$ cat src/rtl/vxe_traffic_gen_pkg.sv
// vxe_traffic_gen_pkg: types and constants shared by the VxE traffic generator files.
// Optional feature macro: VXE_TGEN_ERR_INJ_EN (periodic error-status injection on the top).
package vxe_traffic_gen_pkg;

   // Width of the issued-response counter exported on o_nresp.
   localparam int NRESP_W = 16;

   // What the output stage loads when a queued request is launched.
   typedef enum logic [1:0] {
      RESP_IMAGE = 2'd0,
      RESP_TERM  = 2'd1,
      RESP_ERR   = 2'd2
   } resp_kind_e;

   // Queue pointers carry one extra wrap bit so full and empty are distinguishable.
   function automatic int qPtrWidth(input int depthPow2);
      return depthPow2 + 1;
   endfunction

endpackage

$ cat src/rtl/vxe_tgen_tsq.sv
// vxe_tgen_tsq: in-order queue of request-accept timestamps for the traffic generator.
// The head entry's timestamp decides when the oldest outstanding request may be answered.
module vxe_tgen_tsq
   import vxe_traffic_gen_pkg::*;
#(
   parameter int TSW        = 8,
   parameter int DEPTH_POW2 = 2
) (
   input  logic           clk,
   input  logic           rst,
   input  logic           clr_i,
   input  logic           push_i,
   input  logic [TSW-1:0] pushTs_i,
   input  logic           pop_i,
   output logic [TSW-1:0] headTs_o,
   output logic           full_o,
   output logic           empty_o
);

   localparam int DEPTH = 1 << DEPTH_POW2;
   localparam int PW    = qPtrWidth(DEPTH_POW2);

   logic [TSW-1:0]        mem_q [DEPTH];
   logic [PW-1:0]         wrPtr_q, wrPtr_d;
   logic [PW-1:0]         rdPtr_q, rdPtr_d;
   logic [DEPTH_POW2-1:0] wrAddr, rdAddr;
   logic                  doPush, doPop;

   assign wrAddr   = wrPtr_q[DEPTH_POW2-1:0];
   assign rdAddr   = rdPtr_q[DEPTH_POW2-1:0];
   assign empty_o  = (wrPtr_q == rdPtr_q);
   assign full_o   = (wrPtr_q[PW-1] != rdPtr_q[PW-1]) && (wrAddr == rdAddr);
   assign headTs_o = mem_q[rdAddr];
   assign doPush   = push_i & ~full_o;
   assign doPop    = pop_i & ~empty_o;

   // Advance each pointer independently; a simultaneous push and pop leaves occupancy unchanged.
   always_comb begin
      wrPtr_d = wrPtr_q + PW'(doPush);
      rdPtr_d = rdPtr_q + PW'(doPop);
   end

   // Pointer registers; a soft clear empties the queue exactly like reset.
   always_ff @(posedge clk or posedge rst) begin
      if (rst) begin
         wrPtr_q <= '0;
         rdPtr_q <= '0;
      end else if (clr_i) begin
         wrPtr_q <= '0;
         rdPtr_q <= '0;
      end else begin
         wrPtr_q <= wrPtr_d;
         rdPtr_q <= rdPtr_d;
      end
   end

   // Timestamp storage needs no reset since empty entries are never read as valid.
   always_ff @(posedge clk) begin
      if (doPush) begin
         mem_q[wrAddr] <= pushTs_i;
      end
   end

endmodule

$ cat src/rtl/vxe_traffic_gen.sv
// vxe_traffic_gen: memory-responder model for VxE unit benches. Pops requests from a show-ahead
// request FIFO, answers them in order from an external command image after a fixed latency.
// Optional feature macro: VXE_TGEN_ERR_INJ_EN adds i_err_n / i_err_code error injection.
module vxe_traffic_gen
   import vxe_traffic_gen_pkg::*;
#(
   parameter int RQ_WIDTH   = 44,
   parameter int RS_WIDTH   = 9,
   parameter int RD_WIDTH   = 64,
   parameter int DEPTH_POW2 = 2,
   parameter int MEMIW      = 8,
   parameter int LATENCY    = 0,
   parameter int TSW        = 8
) (
   input  logic                clk,
   input  logic                rst,
   input  logic                i_clr,
   input  logic                i_rqa_vld,
   input  logic [RQ_WIDTH-1:0] i_rqa,
   output logic                o_rqa_rd,
   output logic [MEMIW-1:0]    o_mem_idx,
   input  logic [RD_WIDTH-1:0] i_mem_data,
   input  logic [RS_WIDTH-1:0] i_mem_stat,
   input  logic                i_rss_rdy,
   input  logic                i_rsd_rdy,
   output logic [RS_WIDTH-1:0] o_rss,
   output logic                o_rss_wr,
   output logic [RD_WIDTH-1:0] o_rsd,
   output logic                o_rsd_wr,
   output logic [NRESP_W-1:0]  o_nresp,
   output logic                o_idle
`ifdef VXE_TGEN_ERR_INJ_EN
   ,
   input  logic [7:0]          i_err_n,
   input  logic [RS_WIDTH-1:0] i_err_code
`endif
);

   localparam int LATW = TSW + 1;

   logic                qFull, qEmpty;
   logic                launch, xfer, slotFree, headElig;
   logic [TSW-1:0]      ts_q, ts_d, headTs, tsAge;
   logic [MEMIW-1:0]    idx_q, idx_d;
   logic [RS_WIDTH-1:0] rss_q, rss_d;
   logic [RD_WIDTH-1:0] rsd_q, rsd_d;
   logic                wr_q, wr_d;
   logic [NRESP_W-1:0]  nresp_q, nresp_d;
   resp_kind_e          respKind;
   logic                unusedRqa;
`ifdef VXE_TGEN_ERR_INJ_EN
   logic [7:0]          errCnt_q, errCnt_d, errCntInc;
   logic                errHit;
`endif

   // The request payload carries no meaning for this model; only its arrival matters.
   assign unusedRqa = ^i_rqa;

   assign o_rqa_rd = i_rqa_vld & ~qFull & ~i_clr & ~rst;
   assign xfer     = wr_q & i_rss_rdy & i_rsd_rdy;
   assign slotFree = ~wr_q | xfer;

   // Age compare is modular so a timestamp wrap during the wait cannot release the head early.
   // Written as age+1 > LATENCY so a zero latency does not turn into a constant compare.
   assign tsAge    = ts_q - headTs;
   assign headElig = ({1'b0, tsAge} + LATW'(1)) > LATW'(LATENCY);
   assign launch   = ~qEmpty & headElig & slotFree & ~i_clr;

   vxe_tgen_tsq #(
      .TSW        (TSW),
      .DEPTH_POW2 (DEPTH_POW2)
   ) uTsq (
      .clk      (clk),
      .rst      (rst),
      .clr_i    (i_clr),
      .push_i   (o_rqa_rd),
      .pushTs_i (ts_q),
      .pop_i    (launch),
      .headTs_o (headTs),
      .full_o   (qFull),
      .empty_o  (qEmpty)
   );

`ifdef VXE_TGEN_ERR_INJ_EN
   assign errCntInc = errCnt_q + 8'd1;
   assign errHit    = (i_err_n != 8'd0) && (errCntInc == i_err_n);
`endif

   // Classify the image entry at the current index; an injected error overrides the image.
   always_comb begin
      respKind = RESP_IMAGE;
      if (&i_mem_data) begin
         respKind = RESP_TERM;
      end
`ifdef VXE_TGEN_ERR_INJ_EN
      if (errHit) begin
         respKind = RESP_ERR;
      end
`endif
   end

   // Next state of the output stage: a transfer empties the slot, a launch refills it in the same cycle.
   always_comb begin
      ts_d    = ts_q + TSW'(1);
      idx_d   = idx_q;
      rss_d   = rss_q;
      rsd_d   = rsd_q;
      wr_d    = wr_q;
      nresp_d = nresp_q;
`ifdef VXE_TGEN_ERR_INJ_EN
      errCnt_d = errCnt_q;
`endif
      if (xfer) begin
         wr_d    = 1'b0;
         nresp_d = nresp_q + NRESP_W'(1);
      end
      if (launch) begin
         wr_d = 1'b1;
         case (respKind)
            RESP_TERM: begin
               rss_d = '0;
               rsd_d = '0;
            end
`ifdef VXE_TGEN_ERR_INJ_EN
            RESP_ERR: begin
               rss_d = i_err_code;
               rsd_d = '0;
               idx_d = idx_q + MEMIW'(1);
            end
`endif
            default: begin
               rss_d = i_mem_stat;
               rsd_d = i_mem_data;
               idx_d = idx_q + MEMIW'(1);
            end
         endcase
`ifdef VXE_TGEN_ERR_INJ_EN
         if (i_err_n != 8'd0) begin
            errCnt_d = errHit ? 8'd0 : errCntInc;
         end
`endif
      end
   end

   // Registered response outputs, counters and timestamp; soft clear behaves like reset.
   always_ff @(posedge clk or posedge rst) begin
      if (rst) begin
         ts_q     <= '0;
         idx_q    <= '0;
         rss_q    <= '0;
         rsd_q    <= '0;
         wr_q     <= 1'b0;
         nresp_q  <= '0;
`ifdef VXE_TGEN_ERR_INJ_EN
         errCnt_q <= '0;
`endif
      end else if (i_clr) begin
         ts_q     <= '0;
         idx_q    <= '0;
         rss_q    <= '0;
         rsd_q    <= '0;
         wr_q     <= 1'b0;
         nresp_q  <= '0;
`ifdef VXE_TGEN_ERR_INJ_EN
         errCnt_q <= '0;
`endif
      end else begin
         ts_q     <= ts_d;
         idx_q    <= idx_d;
         rss_q    <= rss_d;
         rsd_q    <= rsd_d;
         wr_q     <= wr_d;
         nresp_q  <= nresp_d;
`ifdef VXE_TGEN_ERR_INJ_EN
         errCnt_q <= errCnt_d;
`endif
      end
   end

   assign o_mem_idx = idx_q;
   assign o_rss     = rss_q;
   assign o_rsd     = rsd_q;
   assign o_rss_wr  = wr_q;
   assign o_rsd_wr  = wr_q;
   assign o_nresp   = nresp_q;
   assign o_idle    = qEmpty & ~wr_q;

endmodule

$ cat config.mk
export PLATFORM = sky130hd
export DESIGN_NAME = vxe_traffic_gen
export DESIGN_NICKNAME = d
export VERILOG_FILES = /design/src/rtl/vxe_traffic_gen_pkg.sv /design/src/rtl/vxe_tgen_tsq.sv /design/src/rtl/vxe_traffic_gen.sv
export SDC_FILE = /design/constraint.sdc
export NUM_CORES = 1
export LEC_CHECK = 0
export ABC_AREA = 1
export ABC_CLOCK_PERIOD_IN_PS = 9100
export BUFFER_PORTS_ARGS = -buffer_cell sky130_fd_sc_hd__buf_2
export CAP_MARGIN = 0
export CORE_UTILIZATION = 30
export CTS_CLUSTER_SIZE = 24
export DETAILED_ROUTE_END_ITERATION = 6
export GPL_ROUTABILITY_DRIVEN = 0
export PLACE_DENSITY = 0.53
export SLEW_MARGIN = 5
export SYNTH_ARGS = -nofsm -noshare
export SYNTH_HDL_FRONTEND = slang
export SYNTH_HIERARCHICAL = 1
export SYNTH_SLANG_ARGS = --single-unit
$ cat constraint.sdc
create_clock -name clk -period 9.1 [get_ports clk]
set_clock_uncertainty 0.1 [all_clocks]
set_input_delay 1.82 -clock clk [delete_from_list [all_inputs] [get_ports clk]]
set_output_delay 1.82 -clock clk [all_outputs]
set_load 0.005 [all_outputs]
# == Word-level counts from Yosys, hierarchy flattened ==
# Memory sizes are Yosys's and may differ from the RTL's.
# Index checks and enable logic that the tools add are counted.
# totals
reg_bits,112
mem_bits_rw,32
in_bits,123
out_inout_bits,101
elab_cells,65
memories,1
# classes
addsub,7
order_cmp,1
eq_ne,5
muxes,20
bitwise,17
n_reduce_logical,6
# memory_table
memory,depth,word_bits,read_ports,rd_clocked_by_memory_dff,wr,line,rtl
uTsq.mem_q,4,8,1,0,1,vxe_tgen_tsq.sv:23,logic [TSW-1:0] mem_q [DEPTH];
# ops
op,count
$mux W64,3
$reduce_and A64 Y1,1
$mux W16,2
$mux W8,4
$mux W9,3
$add A16 B1 Y16 const B,1
$add A8 B1 Y8 const B,2
$and A1 B1 Y1,11
$add A8 B1 Y9 const B,1
$gt A9 B1 Y1 const B,1
$sub A8 B8 Y8,1
$add A3 B1 Y3,2
$mux W1,6
$mux W3,2
$not A1 Y1,5
$reduce_bool A2 Y1,2
$eq A3 B3 Y1,1
$reduce_bool A3 Y1,1
$eq A2 B1 Y1 const B,1
$eq A2 B2 Y1,1
$ne A2 B2 Y1 const B,1
$reduce_and A2 Y1,1
$logic_and A1 B1 Y1,1
$ne A1 B1 Y1,1
$or A1 B1 Y1,1

# == Logic depth before layout (Yosys ltp) ==
# Gate-level depths: netlist of the first run.
# An unclocked memory read counts as a cell.
# depth
word_depth,10
depth_mapped,16
mapped_depth_nobuf,14

# == Modules after synthesis ==
# The synthesis of the first run kept the hierarchy.
# by_module_without_submodules
mod,n_inst,cells_each,area_each_um2
vxe_traffic_gen,1,610,4897.2
vxe_tgen_tsq,1,128,1592.8

# == Least setup slack after synthesis of the first run ==
# OpenSTA, ideal clock, no wires.
# synth_path
path_type,input to output
startpoint,input port rst
endpoint,output port o_rqa_rd
arrival_ns,4.465
setup_slack_ns,2.715
cell_stages,3
path_buffers,0
cell_sequence,inv_1 > nand2_1 > nor3_1
# synth_via
elab_chain_cells,2
# synth_lines
element,line,rtl
start: declaration,vxe_traffic_gen.sv:16,"input logic rst,"
$not A1 Y1,vxe_traffic_gen.sv:59,assign o_rqa_rd = i_rqa_vld & ~qFull & ~i_clr & ~rst;
$and A1 B1 Y1,vxe_traffic_gen.sv:59,
end: declaration,vxe_traffic_gen.sv:20,"output logic o_rqa_rd,"
# No other way between the ends.

# == Worst setup path in the final report of the first run ==
# Same ends and word-level chain as after synthesis.

==> out/metrics.yaml, run 1 <==
status: "complete, no violations"
fin_crit_sh: 0.5205
end_kind: "output port"
synth_fp_nets: 747
p_int_mw: 0.7937
cts_buffer_depth: 2
maxCapViolCount: 0
firstDrtPassIters: 4
cts_resized: 0
cts_sinks: 104
layout.nets: 909
finalSetupViolations: 0
hold_end: "o_rsd[60]$_DFFE_PP0P_"
cts_root_buf: "clkbuf_16"
reg2reg_slack_ns: 6.24
seqCellArea_sq_um: 2603
clkPwrFrac: 0.431
area_growth_pct: 26.78
comb_power_share: 0.097
slew_viol_final: 0
min_path_cells: 2
timing.final.hold_violations: 0
grtUsageTotal: 0.1645
power_leakage_nw: 3.603
slew_headroom: 0.4344
crit_path_max_fanout: 38
coreArea_sq_um: 16000
drive_gt1_frac: 0.2640
hp-start: "o_rsd[60]$_DFFE_PP0P_"
wl_per_cell_um: 13.73
routed_wirelength_um: 13730
grt_overflow_total: 0
tritoncts: "built"
cpPeakStageDelay_ns: 0.35
syn-cell-area_sq_um: 4952
utilization: 0.3924
r2r_end: "o_mem_idx[7]$_DFFE_PP0P_"
cts_buffers: 9
clk_latency_ns: 0.34
critPathKind: "in2out"
synth_warnings: 6
reg2regPathDepth: 13
first_global_vias: 4229
hp-class: "reg2reg"
fp-row-count: 46
grt_max_degree: 76
p_sw_frac: 0.2354
startpoint_type: "input pin"
syn_avg_cell_area_sq_um: 8.013
slowest_stage: "inv_4"
cp_common_cell: "buf_2"
pwr-share-seq: 0.472
post_dp_cell_area_sq_um: 5942
period_needed_ns: 4.737
arrival_ns: 2.82
p_per_area_nw_per_um2: 165.3
n_fill_cell: 1731
drc: 0
initial_core_util: 0.3095
clock.fmax_mhz: 211.1
netlist_instances: 618
hold_buffers: 0
path_cells: "buf_2 > inv_4 > nand2_1 > nor3_1 > buf_2"
die_y_um: 130.5
multi_input_area_sq_um: 1993
finalPower_mw: 1.038
antenna_found_initial: 0
dp_hpwl_um: 9356
die_w_um: 130.5
r2r-start: "uTsq/rdPtr_q[2]$_DFF_PP0_"
viasPerCell: 4.510
grt_pass1_wl_um: 21680
diodes: 0
critPathRequiredTime_ns: 7.18
die_area_sq_um: 17030
cts_htree_levels: 3
cts_setup_buffers: 0
stdcell_area_sq_um: 6279
p_sw_mw: 0.2444
drtAntennaViolNets: 0
rsz0062_at_grt: "false"
path_clk_slew_ns: 0.07
finalSetupTns_ns: 0
vias: 4510
first_iter_violations: 253
ir_worst_vdd_mv: 0.07838
portBuffers: 179
io_pins: 224
tightest_slew_ns: 0.8485
## per-layer routing
layer,GRT usage,vias to the layer above,wire [um]
met4,0.05882,0,178
met1,0.2164,2097,6315
met3,0.03420,10,737
met5,0,-,0
li1,-,2288,-
met2,0.2674,115,6496
## registers in the layout, indices dropped and copies added (netlist names)
signal and flops:
o_mem_idx 8, o_nresp 16, o_rsd 64, o_rsd_wr 1, o_rss 9, uTsq/rdPtr_q 3
uTsq/wrPtr_q 3
## through the flow
step                hold WS, ns  setup WS [ns]  instances
CTS                      0.3795          4.309       1000
global route             0.3939          4.237       1000
detailed placement       0.3595          4.315        985
global placement         0.3579          4.327        985
finish                   0.3737          4.363       1000
floorplan                0.3726          2.886        618
## power by group through the flow
stage	clock, mW	combinational, mW	sequential, mW
finish	0.448	0.100	0.490
global route	0.483	0.114	0.492
CTS	0.464	0.103	0.490
detailed placement	0	0.103	0.498
global placement	0	0.103	0.498
floorplan	0	0.0479	0.500
## final cells by class
class,instances,area share
timing repair buffer,183,0.1475
inverter,38,0.02391
sequential,104,0.4145
clock buffer,12,0.03926
tap,216,0.04305
clock inverter,3,0.01435
multi-input combinational,444,0.3175
## critical path, delay by kind of cell
kind / cells / cell delay [ns]
and+or+nand+nor: 2 / 0.34
buffers and inverters: 3 / 0.64
## worst max-delay path by stage
stage                          end  cells past startpoint  from
after CTS                 o_rqa_rd                      5   rst
after global placement    o_rqa_rd                      5   rst
after floorplan           o_rqa_rd                      3   rst
after detailed placement  o_rqa_rd                      5   rst
after global routing      o_rqa_rd                      5   rst
final                     o_rqa_rd                      5   rst
## layout by cell type, fill, tap and decap left out, types with 4 or more instances in the layout
cell / instances
clkbuf_16: 9
nand4_1: 6
dfrtp_1: 104
inv_1: 35
ha_1: 6
nand2_1: 235
o21ai_0: 12
buf_4: 4
nand3_1: 100
a21oi_1: 12
nor3_1: 13
nor2_1: 42
buf_2: 179
Note: power is estimated with default switching activity, not from simulation.
==> run 2, diff against run 1 <==
--- a/config.mk
+++ b/config.mk
@@ -6,14 +6,14 @@
 export NUM_CORES = 1
 export LEC_CHECK = 0
 export ABC_AREA = 1
-export ABC_CLOCK_PERIOD_IN_PS = 9100
+export ABC_CLOCK_PERIOD_IN_PS = 4000
 export BUFFER_PORTS_ARGS = -buffer_cell sky130_fd_sc_hd__buf_2
 export CAP_MARGIN = 0
 export CORE_UTILIZATION = 30
 export CTS_CLUSTER_SIZE = 24
 export DETAILED_ROUTE_END_ITERATION = 6
 export GPL_ROUTABILITY_DRIVEN = 0
-export PLACE_DENSITY = 0.53
+export PLACE_DENSITY = 0.55
 export SLEW_MARGIN = 5
 export SYNTH_ARGS = -nofsm -noshare
 export SYNTH_HDL_FRONTEND = slang
==> constraint.sdc (replaced) <==
create_clock -name clk -period 4 [get_ports clk]
set_clock_uncertainty 0.1 [all_clocks]
set_input_delay 0.8 -clock clk [delete_from_list [all_inputs] [get_ports clk]]
set_output_delay 0.8 -clock clk [all_outputs]
set_load 0.005 [all_outputs]
==> run 2 against run 1 <==
  * Utilization is essentially flat
  * Via count grew 2.2%
  * Power grew 120%
  * Largest cell class unchanged
  * Largest power group unchanged
==> out/metrics.yaml, run 2 (synthesized netlist as in run 1, its figures left out) <==
status: "complete, no violations"
critPathRequiredTime_ns: 3.10
slew_headroom: 0.4374
cts_buffer_depth: 2
critPathKind: "in2out"
grt_max_degree: 76
fp-row-count: 46
dpl_worst_slack_ns: 1.275
area_growth_pct: 26.65
wl_per_cell_um: 13.65
path_clk_slew_ns: 0.07
p_per_area_nw_per_um2: 360.0
vias: 4607
end_kind: "output port"
routed_wirelength_um: 13710
first_iter_violations: 236
layout_commonest_cell: "nand2_1"
startpoint_type: "input pin"
antenna_found_initial: 0
hold_buffers: 0
maxCapViolCount: 0
viasPerCell: 4.589
path_cells: "buf_2 > nor3_1 > buf_2"
multi_input_area_sq_um: 1993
drive_gt1_frac: 0.2703
layout.nets: 912
drtAntennaViolNets: 0
finalWorstSetupSlack_ns: 1.506
slowest_stage: "nor3_1"
final_cell_mix: "nand2_1, buf_2, dfrtp_1"
portBuffers: 179
cts_htree_levels: 3
power_leakage_nw: 3.595
largest_reg_flops: 64
cp_common_cell: "buf_2"
die_area_sq_um: 17030
slew_viol_final: 0
diodes: 0
finalPower_mw: 2.258
grt_pass1_wl_um: 21790
cpPeakStageDelay_ns: 0.36
cts_root_buf: "clkbuf_16"
cts_sinks: 104
grtUsageTotal: 0.1652
crit_path_max_fanout: 20
dp_hpwl_um: 9552
clock.fmax_mhz: 401.0
first_global_vias: 4345
coreArea_sq_um: 16000
arrival_ns: 1.59
ir_worst_vdd_mv: 0.1913
cts_resized: 0
hp-class: "in2async"
tightest_slew_ns: 0.8440
initial_core_util: 0.3095
finalSetupTns_ns: 0
n_fill_cell: 1702
timing.final.hold_violations: 0
die_w_um: 130.5
rsz0062_at_grt: "false"
seqCellArea_sq_um: 2603
cts_buffers: 9
io_pins: 224
die_y_um: 130.5
timing.hold.ws_ns: 0.2904
grt_overflow_total: 0
utilization: 0.3920
tritoncts: "built"
firstDrtPassIters: 4
fin_crit_sh: 0.6234
finalSetupViolations: 0
clk_latency_ns: 0.34
period_needed_ns: 2.494
cts_setup_buffers: 0
drc: 0
run 2: cell types whose count changed in the layout (fill, tap and decap cells not counted):
cell,previous run,this run
clkinv_2,0,1
buf_4,4,7
inv_4,1,0
clkbuf_1,2,0
clkinv_4,0,1
inv_6,1,2
clkinvlp_4,0,3
bufinv_16,3,1
run 2: critical path: cells and delay by family:
kind / cells / cell delay, ns
buf+inv: 2 / 0.43
simple gates: 1 / 0.36
run 2: final cells by class:
class,instances,share of cell area
tap,216,0.04309
clock inverter,6,0.01077
timing repair buffer,186,0.1512
clock buffer,10,0.03810
inverter,38,0.02414
multi-input combinational,444,0.3178
sequential,104,0.4149
run 2: through the flow:
step           cell area, sq um  std cells
3_3_place_gp               5966        988
6_report                   6272       1004
3_5_place_dp               5966        988
5_1_grt                    6272       1004
4_1_cts                    6272       1004
2_1_floorplan              4956        618
run 2: power breakdown:
group / leakage [nW] / total (mW) / internal [mW] / switching [mW]
Clock: 0.145 / 0.914 / 0.505 / 0.409
Combinational: 2.01 / 0.230 / 0.0892 / 0.141
Sequential: 1.44 / 1.11 / 1.09 / 0.0228
Total: 3.59 / 2.26 / 1.69 / 0.573
run 2: path summary, 6_finish.rpt:
kind | to | slack, ns | cells after the start | from
max in group asynchronous | o_rsd[15]$_DFFE_PP0P_ | 2.14 | 4 | rst
min reg2reg | o_rsd[61]$_DFFE_PP0P_ | 0.37 | 2 | o_rsd[61]$_DFFE_PP0P_
max | o_rqa_rd | 1.51 | 3 | i_clr
max reg2reg | o_rss[0]$_DFFE_PP0P_ | 1.64 | 12 | uTsq/rdPtr_q[2]$_DFF_PP0_
min | uTsq/wrPtr_q[1]$_DFF_PP0_ | 0.29 | 2 | rst
min in group clk | o_rsd[61]$_DFFE_PP0P_ | 0.37 | 2 | o_rsd[61]$_DFFE_PP0P_
run 2: per-layer routing:
| metal | vias to the layer above | global-route usage | routed length (um) |
|---|---|---|---|
| li1 | 2302 | - | - |
| met1 | 2149 | 0.2196 | 6176 |
| met2 | 139 | 0.2627 | 6551 |
| met3 | 17 | 0.03339 | 695 |
| met4 | 0 | 0.06829 | 282 |
| met5 | - | 0 | 0 |
